`src/rtl/gn_mdl_reset_seq.sv`:
```
// gn_mdl_reset_seq: power-up / on-demand reset sequencer.
// Holds all P_CH channels in reset for P_HOLD quiet cycles of req. It then
// releases channel 0, and channels 1..P_CH-1 one at a time every P_STEP
// cycles. rdy is set together with the last channel.
//
// Optional build macro: GN_MDL_RESET_SEQ_EVT_CNT_EN adds evt_cnt, a
// saturating 8-bit count of req-triggered returns to ASSERT.
//
// state      | meaning
// -----------+---------------------------------------------------------
// ST_ASSERT  | all channels in reset, counting consecutive req=0 cycles
// ST_RELEASE | channels coming out of reset in order 0..P_CH-1
// ST_RUN     | all channels released, rdy=1
`timescale 1ns/1ps

module gn_mdl_reset_seq #(
  parameter int unsigned P_CH   = 4,
  parameter int unsigned P_HOLD = 32'd16,
  parameter int unsigned P_STEP = 32'd4
) (
  input  logic            clk,
  input  logic            reset,
  input  logic            req,
  output logic [P_CH-1:0] reset_n,
  output logic            rdy,
  output logic            busy
`ifdef GN_MDL_RESET_SEQ_EVT_CNT_EN
  ,
  output logic [7:0]      evt_cnt
`endif
);

  localparam int unsigned LP_MAX = (P_HOLD > P_STEP) ? P_HOLD : P_STEP;
  localparam int unsigned LP_CW  = $clog2(LP_MAX + 1);

  // Terminal counts: the counters run 0..N-1, so the N-th cycle matches.
  localparam logic [LP_CW-1:0] LP_HOLD_TC = LP_CW'(P_HOLD - 1);
  localparam logic [LP_CW-1:0] LP_STEP_TC = LP_CW'(P_STEP - 1);
  localparam logic [LP_CW-1:0] LP_CNT_ONE = LP_CW'(1);
  localparam logic [P_CH-1:0]  LP_CH0     = P_CH'(1);

  typedef enum logic [1:0] {
    ST_ASSERT  = 2'd0,
    ST_RELEASE = 2'd1,
    ST_RUN     = 2'd2
  } state_t;

  state_t           r_state;
  state_t           w_state_nxt;
  logic [LP_CW-1:0] r_hold;
  logic [LP_CW-1:0] w_hold_nxt;
  logic [LP_CW-1:0] r_step;
  logic [LP_CW-1:0] w_step_nxt;
  logic [P_CH-1:0]  r_rst_n;
  logic [P_CH-1:0]  w_rst_n_nxt;
  logic [P_CH-1:0]  w_rst_n_shift;
  logic             r_rdy;
  logic             w_rdy_nxt;
  logic             r_busy;

  // Released channels form a thermometer code from bit 0 upward. Shifting
  // in a 1 therefore releases exactly the next channel and keeps the
  // channels that are already released. When P_CH is 1 the shifted-out bit
  // is simply dropped.
  assign w_rst_n_shift = (r_rst_n << 1) | LP_CH0;

  // State register and all registered outputs. reset wins over everything.
  always_ff @(posedge clk) begin
    if (reset) begin
      r_state <= ST_ASSERT;
      r_hold  <= '0;
      r_step  <= '0;
      r_rst_n <= '0;
      r_rdy   <= 1'b0;
      r_busy  <= 1'b1;
    end else begin
      r_state <= w_state_nxt;
      r_hold  <= w_hold_nxt;
      r_step  <= w_step_nxt;
      r_rst_n <= w_rst_n_nxt;
      r_rdy   <= w_rdy_nxt;
      r_busy  <= ~w_rdy_nxt;
    end
  end

  // Next-state, counter and output decode.
  always_comb begin
    w_state_nxt = r_state;
    w_hold_nxt  = r_hold;
    w_step_nxt  = r_step;
    w_rst_n_nxt = r_rst_n;
    w_rdy_nxt   = r_rdy;

    case (r_state)
      ST_ASSERT: begin
        w_rst_n_nxt = '0;
        w_rdy_nxt   = 1'b0;
        w_step_nxt  = '0;
        if (req) begin
          // Any request restarts the quiet-period count from zero.
          w_hold_nxt = '0;
        end else if (r_hold == LP_HOLD_TC) begin
          w_hold_nxt  = '0;
          w_rst_n_nxt = LP_CH0;
          if (&LP_CH0) begin
            // Single channel: the first release is also the last one.
            w_state_nxt = ST_RUN;
            w_rdy_nxt   = 1'b1;
          end else begin
            w_state_nxt = ST_RELEASE;
          end
        end else begin
          w_hold_nxt = r_hold + LP_CNT_ONE;
        end
      end

      ST_RELEASE: begin
        if (req) begin
          w_state_nxt = ST_ASSERT;
          w_rst_n_nxt = '0;
          w_rdy_nxt   = 1'b0;
          w_hold_nxt  = '0;
          w_step_nxt  = '0;
        end else if (r_step == LP_STEP_TC) begin
          w_step_nxt  = '0;
          w_rst_n_nxt = w_rst_n_shift;
          if (&w_rst_n_shift) begin
            w_state_nxt = ST_RUN;
            w_rdy_nxt   = 1'b1;
          end
        end else begin
          w_step_nxt = r_step + LP_CNT_ONE;
        end
      end

      ST_RUN: begin
        w_rst_n_nxt = '1;
        w_rdy_nxt   = 1'b1;
        if (req) begin
          w_state_nxt = ST_ASSERT;
          w_rst_n_nxt = '0;
          w_rdy_nxt   = 1'b0;
          w_hold_nxt  = '0;
          w_step_nxt  = '0;
        end
      end

      default: begin
        // Unreachable encoding: fall back to the safe, all-in-reset state.
        w_state_nxt = ST_ASSERT;
        w_rst_n_nxt = '0;
        w_rdy_nxt   = 1'b0;
        w_hold_nxt  = '0;
        w_step_nxt  = '0;
      end
    endcase
  end

  assign reset_n = r_rst_n;
  assign rdy     = r_rdy;
  assign busy    = r_busy;

`ifdef GN_MDL_RESET_SEQ_EVT_CNT_EN
  logic [7:0] r_evt_cnt;
  logic       w_evt_hit;

  // Only a request seen outside ASSERT counts as a re-entry. Requests seen
  // while already in ASSERT just restart the hold count.
  assign w_evt_hit = req && ((r_state == ST_RELEASE) || (r_state == ST_RUN))
                     && (r_evt_cnt != 8'hFF);

  // Saturating re-entry counter. Only reset clears it, and reset also
  // blocks a req that arrives in the same cycle.
  always_ff @(posedge clk) begin
    if (reset) begin
      r_evt_cnt <= '0;
    end else if (w_evt_hit) begin
      r_evt_cnt <= r_evt_cnt + 8'd1;
    end
  end

  assign evt_cnt = r_evt_cnt;
`endif

endmodule

```
`config.mk`:
```
export PLATFORM = sky130hd
export DESIGN_NAME = gn_mdl_reset_seq
export DESIGN_NICKNAME = d
export VERILOG_FILES = /design/src/rtl/gn_mdl_reset_seq.sv
export SDC_FILE = /design/constraint.sdc
export NUM_CORES = 1
export LEC_CHECK = 0
export CORE_AREA = 4 4 47 49
export DETAILED_ROUTE_END_ITERATION = 8
export DIE_AREA = 0 0 51 53
export PLACE_DENSITY = 0.72
export SLEW_MARGIN = 20
export SYNTH_ARGS = -nofsm -noshare
export SYNTH_HDL_FRONTEND = slang
export SYNTH_SLANG_ARGS = --single-unit
```
`constraint.sdc`:
```
create_clock -name clk -period 1.85 [get_ports clk]
set_input_delay 0.37 -clock clk [delete_from_list [all_inputs] [get_ports clk]]
set_output_delay 0.37 -clock clk [all_outputs]
set_load 0.05 [all_outputs]
```
==> impl_metrics.toml <==
[status]
status = "finished, final reports clean"

[die]
die_x_um = 51
core_region_area_um2 = 1860
die_height_um = 53
initial_core_util_pct = 49.4
die_area_um2 = 2700
io_pins = 9
fp-row-count = 16

[clock_network]
cts.clk_slew.worst_paths_ns = 0.10
clockBufferDepth = 2
clk_latency_ns = 0.29
cts_buffers = 3
cts_tree = "done"
postCtsHoldBufs = 0
clock-sinks = 18
cts_max_level = 1
cts_root_buf = "clkbuf_4"

[setup_path]
end_kind = "flip-flop"
crit_type = "reg2reg"
critPathRequiredTime_ns = 2.08
path_max_fanout = 4
start_kind = "flip-flop"
rr_worst_depth = 5
rr_startpoint = "r_hold[0]"
worst_ep_arrival_time_ns = 2.01
crit_start = "r_hold[0]"

[yosys]
syn_nets = 114
synth_cells = 105
ys_warn_count = 0
post_synth_num_cell_types = 33
synth-seq-area-share_pct = 39.2
ys_seq_elements = 18
avgSynthCellArea_um2 = 8.76
syn_area_um2 = 920

[detailed_routing]
wl_mm = 2.02
drc = 0
drt-wirelength-per-cell_um = 13.2
drtAntennaViolNets = 0
num_vias = 857
drt-pass1-iter-count = 4
viasPerCell = 5.60
drtIter0Drc = 27

[grt]
grt_overflow = 0
grt_max_degree = 12
grt_pass1_vias = 808
grt_first_pass_wirelength_mm = 3.43
antenna_found_initial = 0
grt_use_total_pct = 16.7

[cells_and_area]
drive_above_1_share_pct = 22.2
n_antenna_cell = 0
area_growth_pct = 24.9
nets = 136
fin_util_pct = 61.7

[sta]
hold_viol_final = 0
drv_slew = 0
max_slew_margin_pct = 66.1
finClkSkew_ns = 0.00225
setup_viol = 0
fin_hold_ws_ns = 0.460
fin_crit_sh_pct = 96.5
finalCriticalPeriod_ns = 1.79
tightest_slew_ns = 0.507
rsz0062_at_grt = "yes"
max_freq_mhz = 560

[power]
power_leakage_nw = 0.445
powerDensity_nw_per_um2 = 572
vdd_drop_max_uv = 398

[placement]
port_buffers = 8
dpl.hpwl_mm = 1.48
place_congestion = 0.875

[worst_hold_path]
hold_path_depth = 2
worstHoldStart = "reset_n[3]"
hold_class = "reg2reg"

[run]
maxCapViolCount = 0
-- worst paths after layout --
path | end | slack (ns)
worst min-delay path | reset_n[3] | 0.46
worst max-delay path | r_state[0] | 0.06
worst min register to register | reset_n[3] | 0.46
worst max register to register | r_state[0] | 0.06
-- cell usage in the layout, fill, tap and decap left out, types with 2 or more instances in the layout --
master / count
a21oi_1: 17
buf_4: 16
dfxtp_1: 14
nand2_1: 10
nor2_1: 8
or4_1: 5
ha_1: 5
inv_1: 4
o21ai_0: 4
dfxtp_2: 4
nand3_1: 3
clkbuf_4: 3
clkdlybuf4s50_1: 3
nand2b_1: 2
a41oi_1: 2
xor2_1: 2
nor2b_1: 2
-- where the power goes --
part           internal (W)  switching [W]
registers          0.000390     0.00000204
clock network      0.000120       0.000122
logic             0.0000120      0.0000112
-- layer usage --
layer / track usage, % / share of wire (%)
met3: 3.10 / 4.9
met2: 29.6 / 50
met5: 0 / 0
met4: 9.42 / 2.0
met1: 18.6 / 43
-- metrics by stage --
step	setup TNS, ns	setup slack, ns	power, W	cells	area [um^2]
after floorplan	0	0.179	0.000413	105	920
after global placement	0	0.0649	0.000423	148	1090
after detailed placement	-0.00193	-0.00193	0.000423	148	1090
after CTS	0	0.00466	0.000666	152	1130
after global routing	-0.0375	-0.0375	0.000687	153	1150
final	0	0.0649	0.000657	153	1150
-- cells in the mapped netlist, drive strengths merged --
master	count	area (um^2)
and3b	1	8.76
nor4b	1	23.8
nand2b	2	12.5
o31ai	1	7.51
o2bb2a	1	10.0
or4b	1	10.0
nor3b	1	7.51
nand2	10	37.5
ha	6	75.1
nand3	3	15.0
or4	5	37.5
o21ai	4	20.0
nor2	9	36.3
xor2	2	17.5
a41o	1	10.0
xnor2	1	8.76
clkbuf	3	11.3
o311a	1	10.0
a2111o	1	11.3
nor2b	2	12.5
or4bb	1	11.3
a21oi	17	85.1
or3	1	6.26
nor3	1	5.00
nand3b	1	7.51
nand4	1	6.26
or3b	1	8.76
or2	1	6.26
a41oi	2	17.5
inv	4	15.0
dfxtp	18	360
o21bai	1	7.51
-- cells by family (layout without fill, tap and decap cells) --
group	count (synthesis)	count (layout)	share of synthesized area (%)
compound gates	29	29	19.5
xor+xnor	3	3	2.86
fa+ha+maj	6	6	8.16
buf+inv	7	28	2.86
flops	18	18	39.2
simple gates	42	42	27.5
-- final cells by class --
type                    instances  area [um^2]
clock buffers                   4         36.3
fillers                       173          713
inverters                       4         15.0
multi-input cells              80          536
flip-flops and latches         18          365
well taps                      27         33.8
repair buffers                 20          163
-- flip-flops by register name (all words and copies together) (netlist names) --
name and flops:
rdy 1, busy 1, r_hold 5, r_step 5
r_state 2, reset_n 4
-- worst max-delay path, cell delays in order, from the launching register on --
cell and delay [ns]:
dfxtp_2 0.37, ha_1 0.19, nand3_1 0.11, or3b_1 0.42, or4b_1 0.48, a21oi_1 0.16
-- what timing repair did --
item | in CTS | in global routing
hold endpoints to repair | 0 | 0
resized for setup | 0 | 6
endpoints found under the setup margin | 0 | 9
setup buffers | 0 | 1
No activity file was read; power rests on OpenSTA's default activity.
